--- src/rtl/exc_pkg.sv ---
// Shared encodings for the exception sequencer: FSM states, PSR file command codes,
// vector offsets and the per-exception lookup helpers.
package exc_pkg;

    typedef enum logic [2:0] {
        S_IDLE = 3'd0,
        S_SAVE = 3'd1,
        S_MODE = 3'd2,
        S_VECT = 3'd3,
        S_RET  = 3'd4
    } state_t;

    typedef enum logic [1:0] {
        EXC_FIQ = 2'd0,
        EXC_IRQ = 2'd1,
        EXC_UND = 2'd2,
        EXC_SWI = 2'd3
    } exc_t;

    // Change_M codes
    localparam logic [2:0] CM_CUR = 3'd0;
    localparam logic [2:0] CM_FIQ = 3'd1;
    localparam logic [2:0] CM_IRQ = 3'd2;
    localparam logic [2:0] CM_SVC = 3'd3;
    localparam logic [2:0] CM_UND = 3'd4;

    // W_CPSR_s codes
    localparam logic [2:0] WC_SPSR = 3'd0;
    localparam logic [2:0] WC_IRQ  = 3'd2;
    localparam logic [2:0] WC_FIQ  = 3'd3;
    localparam logic [2:0] WC_SVC  = 3'd4;
    localparam logic [2:0] WC_UND  = 3'd5;

    localparam logic [31:0] VO_FIQ = 32'h0000_001C;
    localparam logic [31:0] VO_IRQ = 32'h0000_0018;
    localparam logic [31:0] VO_SWI = 32'h0000_0008;
    localparam logic [31:0] VO_UND = 32'h0000_0004;

    // One cycle's worth of commands to the PSR file and PC
    typedef struct packed {
        logic [2:0]  change_m;
        logic        w_spsr_s;
        logic        write_spsr;
        logic [2:0]  w_cpsr_s;
        logic        write_cpsr;
        logic        lr_we;
        logic [31:0] lr_data;
        logic        pc_load;
        logic [31:0] pc_vec;
    } psr_cmd_t;

    function automatic logic [2:0] mode_of(exc_t t);
        case (t)
            EXC_FIQ: return CM_FIQ;
            EXC_IRQ: return CM_IRQ;
            EXC_UND: return CM_UND;
            default: return CM_SVC;
        endcase
    endfunction

    function automatic logic [2:0] cpsr_src_of(exc_t t);
        case (t)
            EXC_FIQ: return WC_FIQ;
            EXC_IRQ: return WC_IRQ;
            EXC_UND: return WC_UND;
            default: return WC_SVC;
        endcase
    endfunction

    function automatic logic [31:0] vec_ofs_of(exc_t t);
        case (t)
            EXC_FIQ: return VO_FIQ;
            EXC_IRQ: return VO_IRQ;
            EXC_UND: return VO_UND;
            default: return VO_SWI;
        endcase
    endfunction

endpackage

--- src/rtl/exc_ctrl_if.sv ---
// Decode/fetch-side requests and PSR-file/PC command outputs of the exception sequencer.
interface exc_ctrl_if;
    logic        irq;
    logic        fiq;
    logic        swi_req;
    logic        und_req;
    logic        eret_req;
    logic        inst_done;
    logic [31:0] pc_ret;
    logic [31:0] lr_cur;
    logic [31:0] CPSR;

    logic [2:0]  Change_M;
    logic        W_SPSR_s;
    logic        Write_SPSR;
    logic [2:0]  W_CPSR_s;
    logic        Write_CPSR;
    logic        lr_we;
    logic [31:0] lr_data;
    logic        pc_load;
    logic [31:0] pc_vec;
    logic        stall;
    logic        busy;

    modport master (
        output irq, fiq, swi_req, und_req, eret_req, inst_done, pc_ret, lr_cur, CPSR,
        input  Change_M, W_SPSR_s, Write_SPSR, W_CPSR_s, Write_CPSR,
               lr_we, lr_data, pc_load, pc_vec, stall, busy
    );

    modport slave (
        input  irq, fiq, swi_req, und_req, eret_req, inst_done, pc_ret, lr_cur, CPSR,
        output Change_M, W_SPSR_s, Write_SPSR, W_CPSR_s, Write_CPSR,
               lr_we, lr_data, pc_load, pc_vec, stall, busy
    );
endinterface

--- src/rtl/exc_prio.sv ---
// Masking and priority selection of boundary requests: eret > fiq > irq > und > swi.
module exc_prio
    import exc_pkg::*;
(
    input  logic       irq,
    input  logic       fiq,
    input  logic       und_req,
    input  logic       swi_req,
    input  logic       eret_req,
    input  logic [1:0] if_mask,   // {CPSR.I, CPSR.F}
    output logic       take,
    output exc_t       exc_type,
    output logic       is_eret
);

    always_comb begin
        take     = 1'b1;
        is_eret  = 1'b0;
        exc_type = EXC_SWI;
        if (eret_req)
            is_eret = 1'b1;
        else if (fiq && !if_mask[0])
            exc_type = EXC_FIQ;
        else if (irq && !if_mask[1])
            exc_type = EXC_IRQ;
        else if (und_req)
            exc_type = EXC_UND;
        else if (!swi_req)
            take = 1'b0;
    end

endmodule

--- src/rtl/exc_ctrl.sv ---
// Exception entry/return sequencer: SAVE -> MODE -> VECT on entry, single-cycle RET on return.
// Outputs are registered from the next state so each command lines up with its state.
module exc_ctrl
    import exc_pkg::*;
#(
    parameter logic [31:0] VEC_BASE   = 32'h0000_0000,
    parameter logic [31:0] IRQ_LR_OFS = 32'd4
) (
    input logic          clk,
    input logic          rst,
    exc_ctrl_if.slave    bus
);

    state_t   state, state_n;
    exc_t     type_q, cur_type, prio_type;
    logic     prio_take, prio_eret;
    psr_cmd_t cmd_d, cmd_q;

    // Only I/F participate in entry decisions
    logic cpsr_unused;
    assign cpsr_unused = ^{bus.CPSR[31:8], bus.CPSR[5:0]};

    exc_prio u_prio (
        .irq      (bus.irq),
        .fiq      (bus.fiq),
        .und_req  (bus.und_req),
        .swi_req  (bus.swi_req),
        .eret_req (bus.eret_req),
        .if_mask  (bus.CPSR[7:6]),
        .take     (prio_take),
        .exc_type (prio_type),
        .is_eret  (prio_eret)
    );

    always_ff @(posedge clk or negedge rst) begin
        if (!rst) begin
            state  <= S_IDLE;
            type_q <= EXC_FIQ;
        end else begin
            state <= state_n;
            if (state == S_IDLE)
                type_q <= prio_type;
        end
    end

    always_comb begin
        state_n = state;
        case (state)
            S_IDLE:  if (bus.inst_done && prio_take)
                         state_n = prio_eret ? S_RET : S_SAVE;
            S_SAVE:  state_n = S_MODE;
            S_MODE:  state_n = S_VECT;
            S_VECT:  state_n = S_IDLE;
            S_RET:   state_n = S_IDLE;
            default: state_n = S_IDLE;
        endcase
    end

    // Entering SAVE uses the type being accepted this cycle; later steps use the latched one
    assign cur_type = (state == S_IDLE) ? prio_type : type_q;

    always_comb begin
        cmd_d = '0;
        case (state_n)
            S_SAVE: begin
                cmd_d.change_m   = mode_of(cur_type);
                cmd_d.w_spsr_s   = 1'b1;
                cmd_d.write_spsr = 1'b1;
                cmd_d.lr_we      = 1'b1;
                cmd_d.lr_data    = bus.pc_ret +
                    ((cur_type == EXC_IRQ || cur_type == EXC_FIQ) ? IRQ_LR_OFS : 32'd0);
            end
            S_MODE: begin
                cmd_d.change_m   = mode_of(cur_type);
                cmd_d.w_cpsr_s   = cpsr_src_of(cur_type);
                cmd_d.write_cpsr = 1'b1;
            end
            S_VECT: begin
                cmd_d.pc_load = 1'b1;
                cmd_d.pc_vec  = VEC_BASE + vec_ofs_of(cur_type);
            end
            S_RET: begin
                cmd_d.change_m   = CM_CUR;
                cmd_d.w_cpsr_s   = WC_SPSR;
                cmd_d.write_cpsr = 1'b1;
                cmd_d.pc_load    = 1'b1;
                cmd_d.pc_vec     = bus.lr_cur;
            end
            default: ;
        endcase
    end

    always_ff @(posedge clk or negedge rst) begin
        if (!rst) cmd_q <= '0;
        else      cmd_q <= cmd_d;
    end

    assign bus.Change_M   = cmd_q.change_m;
    assign bus.W_SPSR_s   = cmd_q.w_spsr_s;
    assign bus.Write_SPSR = cmd_q.write_spsr;
    assign bus.W_CPSR_s   = cmd_q.w_cpsr_s;
    assign bus.Write_CPSR = cmd_q.write_cpsr;
    assign bus.lr_we      = cmd_q.lr_we;
    assign bus.lr_data    = cmd_q.lr_data;
    assign bus.pc_load    = cmd_q.pc_load;
    assign bus.pc_vec     = cmd_q.pc_vec;
    assign bus.busy       = (state != S_IDLE);
    assign bus.stall      = (state != S_IDLE);

endmodule

--- src/flat_wrapper.sv ---
// flat-port wrapper written by rule: the top's interface ports become plain ports
module exc_ctrl_flat import exc_pkg::*;
#(
    parameter logic [31:0] VEC_BASE   = 32'h0000_0000,
    parameter logic [31:0] IRQ_LR_OFS = 32'd4
)
  (clk, rst, bus_irq, bus_fiq, bus_swi_req, bus_und_req, bus_eret_req, bus_inst_done, bus_pc_ret, bus_lr_cur, bus_CPSR, bus_Change_M, bus_W_SPSR_s, bus_Write_SPSR, bus_W_CPSR_s, bus_Write_CPSR, bus_lr_we, bus_lr_data, bus_pc_load, bus_pc_vec, bus_stall, bus_busy);
  exc_ctrl_if bus_i ();
  input logic clk;
  input logic rst;
  input wire logic [$bits(bus_i.irq)-1:0] bus_irq;
  input wire logic [$bits(bus_i.fiq)-1:0] bus_fiq;
  input wire logic [$bits(bus_i.swi_req)-1:0] bus_swi_req;
  input wire logic [$bits(bus_i.und_req)-1:0] bus_und_req;
  input wire logic [$bits(bus_i.eret_req)-1:0] bus_eret_req;
  input wire logic [$bits(bus_i.inst_done)-1:0] bus_inst_done;
  input wire logic [$bits(bus_i.pc_ret)-1:0] bus_pc_ret;
  input wire logic [$bits(bus_i.lr_cur)-1:0] bus_lr_cur;
  input wire logic [$bits(bus_i.CPSR)-1:0] bus_CPSR;
  output wire logic [$bits(bus_i.Change_M)-1:0] bus_Change_M;
  output wire logic [$bits(bus_i.W_SPSR_s)-1:0] bus_W_SPSR_s;
  output wire logic [$bits(bus_i.Write_SPSR)-1:0] bus_Write_SPSR;
  output wire logic [$bits(bus_i.W_CPSR_s)-1:0] bus_W_CPSR_s;
  output wire logic [$bits(bus_i.Write_CPSR)-1:0] bus_Write_CPSR;
  output wire logic [$bits(bus_i.lr_we)-1:0] bus_lr_we;
  output wire logic [$bits(bus_i.lr_data)-1:0] bus_lr_data;
  output wire logic [$bits(bus_i.pc_load)-1:0] bus_pc_load;
  output wire logic [$bits(bus_i.pc_vec)-1:0] bus_pc_vec;
  output wire logic [$bits(bus_i.stall)-1:0] bus_stall;
  output wire logic [$bits(bus_i.busy)-1:0] bus_busy;
  assign bus_i.irq = bus_irq;
  assign bus_i.fiq = bus_fiq;
  assign bus_i.swi_req = bus_swi_req;
  assign bus_i.und_req = bus_und_req;
  assign bus_i.eret_req = bus_eret_req;
  assign bus_i.inst_done = bus_inst_done;
  assign bus_i.pc_ret = bus_pc_ret;
  assign bus_i.lr_cur = bus_lr_cur;
  assign bus_i.CPSR = bus_CPSR;
  assign bus_Change_M = bus_i.Change_M;
  assign bus_W_SPSR_s = bus_i.W_SPSR_s;
  assign bus_Write_SPSR = bus_i.Write_SPSR;
  assign bus_W_CPSR_s = bus_i.W_CPSR_s;
  assign bus_Write_CPSR = bus_i.Write_CPSR;
  assign bus_lr_we = bus_i.lr_we;
  assign bus_lr_data = bus_i.lr_data;
  assign bus_pc_load = bus_i.pc_load;
  assign bus_pc_vec = bus_i.pc_vec;
  assign bus_stall = bus_i.stall;
  assign bus_busy = bus_i.busy;
  exc_ctrl #(.VEC_BASE(VEC_BASE), .IRQ_LR_OFS(IRQ_LR_OFS)) u_core (.clk(clk), .rst(rst), .bus(bus_i));
endmodule
--- config.mk ---
export PLATFORM = sky130hd
export DESIGN_NAME = exc_ctrl_flat
export DESIGN_NICKNAME = d
export VERILOG_FILES = /design/src/rtl/exc_pkg.sv /design/src/rtl/exc_ctrl_if.sv /design/src/rtl/exc_prio.sv /design/src/rtl/exc_ctrl.sv /design/src/flat_wrapper.sv
export SDC_FILE = /design/constraint.sdc
export NUM_CORES = 1
export LEC_CHECK = 0
export BUFFER_PORTS_ARGS = -buffer_cell sky130_fd_sc_hd__buf_2
export CORE_UTILIZATION = 35
export CTS_BUF_LIST = sky130_fd_sc_hd__clkbuf_8
export DETAILED_ROUTE_END_ITERATION = 16
export GPL_TIMING_DRIVEN = 0
export PLACE_DENSITY = 0.66
export SETUP_SLACK_MARGIN = 0.15
export SKIP_LAST_GASP = 1
export SYNTH_ARGS = -nofsm -noshare
export SYNTH_HDL_FRONTEND = slang
export SYNTH_HIERARCHICAL = 1
export SYNTH_SLANG_ARGS = --single-unit
--- constraint.sdc ---
create_clock -name clk -period 2.6 [get_ports clk]
set_input_delay 0.13 -clock clk [delete_from_list [all_inputs] [get_ports clk]]
set_output_delay 0.13 -clock clk [all_outputs]
set_load 0.03 [all_outputs]
* Word-level counts from Yosys, hierarchy flattened
Index checks and enable logic that the tools add are counted.
W data, S select, Z words.
** Operators by class
- Equality and inequality tests :: 8
- Multiplexer cells :: 23
- Reduce and logical (&&, ||, !) cells :: 10
- Add/sub/neg operators :: 1
** Operator list (count)
- $pmux W33 S2 :: 1
- $mux W33 :: 1
- $add A32 B32 Y32 :: 1
- $pmux W3 S3 :: 3
- $pmux W5 S3 :: 1
- $mux W3 :: 4
- $mux W2 :: 5
- $eq A3 B2 Y1 const B :: 3
- $pmux W4 S2 :: 1
- $mux W1 :: 7
- $eq A3 B1 Y1 const B :: 2
- $eq A3 B3 Y1 const B :: 1
- $logic_and A1 B1 Y1 :: 3
- $logic_not A3 Y1 :: 1
- $reduce_bool A3 Y1 :: 1
- $eq A2 B1 Y1 const B :: 1
- $eq A2 B2 Y1 const B :: 1
- $logic_not A1 Y1 :: 2
- $logic_not A2 Y1 :: 1
- $reduce_or A2 Y1 :: 1
- $logic_or A1 B1 Y1 :: 1
** Storage, ports and cells
- Flip-flop bits (word level) :: 80
- Output and inout port bits :: 77
- Word-level logic and storage cells :: 53

* Depth between registers and ports, before layout
Gate-level depths: netlist of the first run.
- Depth in word-level cells :: 11
- Gate-level depth with buffers :: 9
- Mapped depth without buffers :: 9

* Hierarchy
Netlist of the first run, hierarchy kept.
** By module, submodules not included
- exc_ctrl :: cells an instance 268, area an instance 3096.7 um^2, instances 1
- exc_prio :: cells an instance 8, area an instance 52.6 um^2, instances 1

* Least setup slack after synthesis of the first run
No wires, ideal clock.
- Kind :: reg-to-reg
- Start point :: register u_core.state[1]
- End point :: register u_core.cmd_q, in the netlist u_core/bus.lr_data[17]
- Period minus slack after synthesis :: 2.346 ns
- Arrival time :: 2.215 ns
- Stages on the path, launching flop included :: 9
- Setup time :: 0.132 ns
- Path slack :: 0.254 ns
- Cells stage by stage :: dfrtp_1 > nor3_1 > mux2i_1 > ha_1 > nand2_1 > nor4_1 > nand3_1 > xor2_1 > nor2_1
** RTL lines
- start, declared :: line exc_ctrl.sv:14 : state_t state, state_n;
- start signal, assigned :: line exc_ctrl.sv:40 : state <= state_n;
- end signal, assigned :: line exc_ctrl.sv:95 : else cmd_q <= cmd_d;
- end, declared :: line exc_ctrl.sv:17 : psr_cmd_t cmd_d, cmd_q;

==> results by stage, run 1 <==
Logic synthesis:
- Among all cell types in the netlist, the one instantiated most often is dfrtp_1.
- The number of distinct library cells after synthesis is 30.
- The xor and xnor area share after synthesis is 7.231%.
- In the synthesized netlist the async set-or-reset flop fraction comes to 100.0%.
- After synthesis, the most frequently instantiated cells are dfrtp_1, and2_1, nor2_1, xor2_1, nand2_1.
- The combinational family with the most area after synthesis is simple AND/OR/NAND/NOR gates.
- The cell count after synthesis came out at between 200 and 300.
- The top cell type by area accounts for 61.98% of the synthesized area.
- Of all cell types, the one taking the most synthesized area is dfrtp_1.
- The adder-cell share of the synthesized area is 1.589%.
- The share of cell area taken by muxes after synthesis is 0.6357%.
- The proportion of synthesized chip area in sequential cells is 61.98%.
- The primary flip-flop cell chosen by synthesis mapping is dfrtp_1.
- The post-synthesis compound-gate area fraction is 2.503%.
- The total number of yosys warnings is 6.
- The total of flip-flops plus latches after synthesis is 78.
- Each instance of the synthesized netlist takes up on average 11.41 um^2.
- The number of nets produced by synthesis is 384.
- The number of flops mapped to enable cells by yosys is 0.
- Yosys attributes the largest share of cell area to dfrtp_1, and2_1, xor2_1, nor2_1, nand4_1.
- The mapped netlist covers 3149 um^2.
- The post-synthesis share of cell area spent on and, or, nand and nor gates is 23.28%.

Critical path:
- The worst setup path is launched from a register.
- The start of the worst register-to-register path is u_core/state[1]$_DFF_PN0_.
- The worst register-to-register path has a depth of 8.
- The worst register-to-register path ends at u_core/bus.lr_data[31]$_DFF_PN0_.
- The type of the worst setup path is reg -> reg.
- The data arrival time of the critical path is ~2.5 ns.
- Across all register-to-register paths, the minimum setup slack is 0.33 ns.
- STA classifies the critical path endpoint as a register.
- Along the worst path, the maximum fanout reaches 7.
- The worst endpoint required time is around 2.9 ns.

Drt:
- The detailed-route wire length per cell is 13.70 um.
- The number of DRC violations after detailed routing is 0.
- The violation count after the first detailed-routing iteration is 38.
- Using the TritonRoute via totals, the vias-per-cell ratio works out to ~4.5.
- The wire length reported by the detailed router is 8.040 mm.
- The count of nets left with antenna violations once routing finished came out at 0.
- The detailed-routing iteration count for the pre-antenna-repair pass is 5.
- The routed layout has roughly 2700 vias.

Clock network:
- In this run, CTS created clock tree buffers numbering 9.
- The maximum buffer depth of the clock tree is 2.
- TritonCTS built the clock tree.
- The clock transition at the registers of the reported paths is 0.07 ns.
- The clock root buffer master is clkbuf_8.
- The tree built by TritonCTS fans out to between 70 and 80 sinks.
- The clock reaches the later pin of the worst-skew pair after 0.34 ns.
- The H-tree was split into 3 levels.

STA:
- In this run the tightest slew margin relative to its limit is 65.52%.
- The number of setup violations in the final report is 0.
- Setup slack on the critical path of the routed design comes to 0.3274 ns.
- The final-report max-slew violation count was 0.
- Setup repair after global routing left no endpoint under its margin.
- The clock skew after layout is slightly below 0.01 ns.
- The share of the clock period used by the worst path is 87.41%.
- The worst hold slack across all endpoints is 0.02210 ns.
- The hold violation total from the final report is 0.
- The measured slew at the worst slew-check pin is 0.5133 ns.
- The fmax is approximately 0.44 GHz.
- The total negative slack for setup checks is 0 ns.
- The final period demand of the worst path is 2.273 ns.

Die:
- The core area is 8721 um^2.
- Pin placement for this block handled 181 I/O pins.
- The number of placement rows is 34.
- In this run the horizontal extent of the chip is a little under 100 um.
- The floorplan step defined a die boundary enclosing 9381 um^2.
- The die extent in y is 96.86 um.
- The initial standard-cell utilization of the core is 36.11%.

Global route:
- Global routing consumed, over all layers together, 18.13% of the routing resources.
- The overall overflow remaining after global route is 0.
- Entering global routing, the biggest net connects 61 pins.
- The initial antenna violation count was 1.
- The number of global-route vias before repair is between 2000 and 3000.
- The first global-routing pass estimated 13.30 mm of wire.

Cells and area:
- After filler insertion, the fill cell instance count of the layout stands at ~750.
- The multi-input combinational cells in the finished layout cover a total of around 1100 um^2.
- Cells with a size suffix above 1 make up 39.12% of the layout.
- The utilization of the core after routing is between 50% and 60%.
- The total number of nets in the final design is roughly 580.
- The area added between synthesis and finish is 49.03%.
- In the final layout, flip-flops and latches occupy 1952 um^2.

Place:
- The number of port buffers is 150.
- At the end of routability-driven placement, the weighted congestion stood at 0.7788.
- The post-placement setup slack is -0.2315 ns.
- The half-perimeter wire length of the detailed placement result is 5.771 mm.

Hold path:
- The worst hold path terminates at u_core/bus.pc_vec[16]$_DFF_PN0_.
- The path type of the worst min-delay path is in -> reg.
- The worst hold path startpoint is bus_lr_cur[16].
- The worst hold path passes through 2 cells.

Pwr:
- Power spread over the standard cell area amounts to 779.8 nW/um^2.
- Power comes to 0.003660 W.
- IR analysis of the VDD net gives a maximum drop of 0.3290 mV.
- Summed over all cells, the static leakage comes to 2.513 nW.

Run status:
- The run finished with clean final reports.

Job:
- The max-capacitance violation count is 0.
-- final cells by class --
cell class,instances,area share [%]
clock inverters,5,2.293
flip-flops and latches,78,41.59
well taps,108,2.879
plain buffers,12,1.333
repair buffers,187,24.10
multi-input cells,179,24.26
clock buffers,10,2.933
diodes,1,0.05332
inverters,7,0.5599
-- through the flow --
stage,area [um^2],instances
after floorplan,3149,276
after global placement,4035,534
after detailed placement,4065,535
after CTS,4661,583
after global routing,4693,587
final,4693,587
-- worst max-delay path by stage --
| stage | from | to | slack, ns | depth (start not counted) |
|---|---|---|---|---|
| 4_1_cts | u_core/state[1]$_DFF_PN0_ | u_core/bus.lr_data[31]$_DFF_PN0_ | 0.15 | 8 |
| 6_report | u_core/state[1]$_DFF_PN0_ | u_core/bus.lr_data[31]$_DFF_PN0_ | 0.33 | 8 |
| 2_1_floorplan | u_core/state[1]$_DFF_PN0_ | u_core/bus.lr_data[17]$_DFF_PN0_ | 0.25 | 8 |
| 3_3_place_gp | u_core/state[0]$_DFF_PN0_ | u_core/bus.lr_data[17]$_DFF_PN0_ | -0.24 | 8 |
| 5_1_grt | u_core/state[1]$_DFF_PN0_ | u_core/bus.lr_data[31]$_DFF_PN0_ | 0.16 | 8 |
| 3_5_place_dp | u_core/state[0]$_DFF_PN0_ | u_core/bus.lr_data[17]$_DFF_PN0_ | -0.23 | 8 |
-- registers in the layout (all words and copies together) (netlist names) --
register and flops:
u_core/bus.lr_data 32, u_core/state 3, u_core/bus.pc_vec 32, u_core/bus.Change_M 3
u_core/bus.W_CPSR_s 3, u_core/bus.Write_CPSR 1, u_core/bus.lr_we 1, u_core/bus.pc_load 1
u_core/type_q 2
-- logic make-up after synthesis --
logic type	count (synthesis)
buf+inv	19
mux	2
flops	78
simple gates	133
xor+xnor	26
compound gates	14
fa+ha+maj	4
-- where the power goes --
group / internal, W / switching [W]
registers: 0.00138 / 0.0000778
logic: 0.000385 / 0.000714
clock network: 0.000662 / 0.000437
-- layer usage --
| layer | GRT usage, % | vias up | wire length [um] |
|---|---|---|---|
| met1 | 21.35 | 1244 | 3250 |
| met5 | 0 | - | 0 |
| met3 | 4.118 | 12 | 497 |
| met4 | 6.774 | 0 | 149 |
| met2 | 32.07 | 116 | 4144 |
| li1 | - | 1297 | - |
-- critical path, cell delays in order (launching register included) --
cell and delay [ns]:
dfrtp_1 0.45, nor3_4 0.25, mux2i_2 0.29, ha_2 0.26, nand2_2 0.12, nor2_2 0.14
nand3_4 0.11, or4_1 0.42, a21oi_1 0.16
-- cells in the final DEF (no fill, tap or decap), drive strengths merged --
cell,count
a21oi,4
bufinv,3
o21ai,7
dlygate4sd3,32
xnor2,7
o31ai,1
nand3,13
and3,5
or4,1
and4,2
inv,7
nor3,5
ha,4
clkbuf,17
diode,1
mux2i,2
nand2,16
dfrtp,78
nor2,35
a2bb2oi,1
nand4,12
and2,37
or3,2
a21o,1
clkinv,2
nor4,2
buf,160
nor2b,1
xor2,19
nand2b,2
-- what timing repair did --
| action | CTS | global route |
|---|---|---|
| hold endpoints to repair | 53 | 0 |
| setup buffers | 1 | 3 |
| endpoints found under the setup margin | 17 | 6 |
| pin swaps | 1 | 1 |
| hold buffers | 32 | 0 |
| resized for setup | 5 | 3 |
Note: power is estimated with default switching activity, not from simulation.
==> inputs of run 2 (changes only) <==
--- a/config.mk
+++ b/config.mk
@@ -7,2 +7,3 @@
 export LEC_CHECK = 0
+export ABC_CLOCK_PERIOD_IN_PS = 2600
 export BUFFER_PORTS_ARGS = -buffer_cell sky130_fd_sc_hd__buf_2
==> constraint.sdc (replaced) <==
create_clock -name clk -period 2.6 [get_ports clk]
set_input_delay 0.39 -clock clk [delete_from_list [all_inputs] [get_ports clk]]
set_output_delay 0.39 -clock clk [all_outputs]
set_load 0.03 [all_outputs]
==> run 2 against run 1 <==
Count of clock-buffer cells in the layout unchanged. Sequential power about the same. Clock power about the same. Largest cell class unchanged.
==> results by stage, run 2 (synthesis results as in run 1) <==
Run status:
- The run finished with clean final reports.

Critical path:
- The critical path in this run is classified as reg -> reg.
- Among all stages on the critical path, the largest delay is contributed by dfrtp_1.
- The setup slack on the worst flop-to-flop path is 0.33 ns (about the same).
- The worst endpoint required time is 2.85 ns (about the same).
- The largest stage delay on the critical path is 0.45 ns (about the same).
- The kind of start point of the critical path is a register.
- The signal on the critical path passes through nor3_4 -> mux2i_2 -> ha_2 -> nand2_2 -> nor2_2 -> nand3_4 -> or4_1 -> a21oi_1.
- The highest net fanout along the worst path was 7 (unchanged).
- The data arrival time of the critical path was 2.52 ns (about the same).
- The endpoint class of the critical path is a register.

Clock network:
- The TritonCTS sink count is 78 (unchanged).
- The clock transition at the registers of the reported paths is 0.08 ns (about the same).
- The maximum buffer depth of the clock tree is 2 (unchanged).
- The clock tree from TritonCTS is yes.
- The CTS buffer count is 9 (unchanged).
- The tree is rooted in a clkbuf_8.
- The CTS H-tree depth is 3 (unchanged).
- The clock latency of the later-clocked register in the worst-skew pair is 0.33 ns (about the same).

Cells and area:
- The fraction of layout instances using a drive strength above 1 is 41.83% (+2.7 points).
- The library cell used most frequently in the layout, excluding fill and tap cells, is buf_2.
- Relative to the synthesized area, the layout overhead comes to 39.17%.
- The total number of nets in the final design is 551 (-5.3%).
- The top cell types in the final layout, fill and taps aside, are buf_2, dfrtp_1, and2_1.
- The final cell count without fillers is 556 (-5.3%).
- The utilization of the core after routing was 50.26% (-3.6 points).
- The total of fill cells in the finished design is 794 (+6.3%).

STA:
- The measured slew at the worst slew-check pin was 0.5308 ns (+0.01750 ns).
- The slack of the critical path is 0.3310 ns (+0.003605 ns).
- The total negative slack for setup checks is 0 ns (unchanged).
- The share of the clock period used by the worst path is 87.27% (-0.14 points).
- The relative max-transition margin came to 64.61% (-0.91 points).
- The hold violation total from the final report is 0 (unchanged).
- The number of setup violations in the final report came to 0 (unchanged).
- The fmax is 0.4407 GHz (+0.16%).
- The final period demand of the worst path came to 2.269 ns (-0.003605 ns).
- The worst hold slack across all endpoints is 0.2563 ns (+0.2342 ns).
- Setup repair after global routing left no endpoint under its margin.
- The final-report max-slew violation count is 0 (unchanged).
- The clock skew after layout is 0.009464 ns (-0.0003760 ns).

Global route:
- The global-route total usage across every layer was 17.09% (-1.0 points).
- The largest net degree at the start of global routing is 61 (unchanged).
- The overall overflow remaining after global route was 0 (unchanged).
- The global-route wire length before repair is 12.52 mm (-5.9%).
- The number of global-route vias before repair is 2544 (-5.8%).
- The initial antenna violation count is 1 (unchanged).

Die:
- The initial standard-cell utilization of the core is 36.11% (unchanged).
- The number of placement rows came to 34 (unchanged).
- The area of the die was 9381 um^2 (unchanged).
- The top-level I/O count is 181 (unchanged).
- The die extent in y came to 96.86 um (unchanged).
- The die width was 96.86 um (unchanged).
- The core area is 8721 um^2 (unchanged).

Place:
- The final weighted congestion in routability-driven placement was 0.7788 (unchanged).
- The placed cell count is 535 (unchanged).
- The half-perimeter wire length of the detailed placement result is 5.771 mm (unchanged).
- The number of port buffers is 150 (unchanged).
- The post-placement setup slack is -0.2315 ns (unchanged).

Job:
- The max-capacitance violation count is 0 (unchanged).

Hold path:
- The worst hold path belongs to the class in -> reg.

Drt:
- The number of routed nets with antenna violations is 0 (unchanged).
- The number of vias per cell was 4.556 (+0.20%).
- The detailed-route via count is 2533 (-5.1%).
- The number of DRC violations after detailed routing is 0 (unchanged).
- The detailed-routing iteration count for the pre-antenna-repair pass came to 4 (-1).
- The detailed-route wire length per cell was 13.70 um (about the same).
- The wire length reported by the detailed router is 7.617 mm (-5.3%).
- The violation count after the first detailed-routing iteration is 37 (-2.6%).

Pwr:
- The leakage power is 2.383 nW (-5.2%).
- The peak ir drop on the vdd network came to 0.3289 mV (about the same).
- The total power density per cell area is 825.4 nW/um^2 (+5.8%).
## run 2: cell count changes in the layout (fill, tap and decap cells not counted), sizes merged
cell,delta
dlygate4sd3,-31
## run 2: report_power, final
part           switching (W)  internal [W]  total [W]
Sequential         0.0000771       0.00138    0.00146
Clock               0.000434      0.000662    0.00110
Combinational       0.000707      0.000355    0.00106
## run 2: path summary, 6_finish.rpt
check / from / endpoint / cells past startpoint
max: u_core/state[1]$_DFF_PN0_ / u_core/bus.lr_data[31]$_DFF_PN0_ / 8
min: bus_lr_cur[31] / u_core/bus.pc_vec[31]$_DFF_PN0_ / 2
max reg2reg: u_core/state[1]$_DFF_PN0_ / u_core/bus.lr_data[31]$_DFF_PN0_ / 8
min reg2reg: u_core/type_q[0]$_DFF_PN0_ / u_core/bus.W_CPSR_s[0]$_DFF_PN0_ / 1
max in group asynchronous: rst / u_core/bus.pc_vec[26]$_DFF_PN0_ / 3
min in group asynchronous: rst / u_core/bus.lr_data[4]$_DFF_PN0_ / 2
## run 2: cell type report
class / count / area, um^2 / area share [%]
flip-flops and latches: 78 / 1952 / 44.53
multi-input cells: 179 / 1139 / 25.98
repair buffers: 156 / 820.8 / 18.73
clock buffers: 10 / 137.6 / 3.140
well taps: 108 / 135.1 / 3.083
clock inverters: 5 / 107.6 / 2.455
plain buffers: 12 / 62.56 / 1.427
inverters: 7 / 26.28 / 0.5995
diodes: 1 / 2.502 / 0.05709
## run 2: metal layers
| metal | GRT usage (%) | vias up | share of wire [%] |
|---|---|---|---|
| met2 | 29.63 | 105 | 51 |
| met1 | 20.36 | 1186 | 42 |
| met5 | 0 | - | 0 |
| met4 | 6.774 | 0 | 1.5 |
| li1 | - | 1233 | - |
| met3 | 4.118 | 9 | 6.0 |
## run 2: repair_timing
action,in CTS,in global routing
hold buffers,1,0
pin swaps,1,1
gates resized for setup,5,3
buffers inserted,1,3
hold endpoints to repair,18,0
setup endpoints to repair,17,6
cloned,0,0
## run 2: worst max-delay path: cells and delay by family (launching register included)
kind | cells | cell delay (ns)
and+or+nand+nor | 5 | 1.04
AOI/OAI and AO/OA | 1 | 0.16
DFF | 1 | 0.45
muxes | 1 | 0.29
adders and majority gates | 1 | 0.26
## run 2: metrics by stage
step,area [um^2],power [W]
global route,4383,0.003828
finish,4383,0.003618
floorplan,3149,0.002120
detailed placement,4065,0.002497
global placement,4035,0.002471
CTS,4350,0.003658
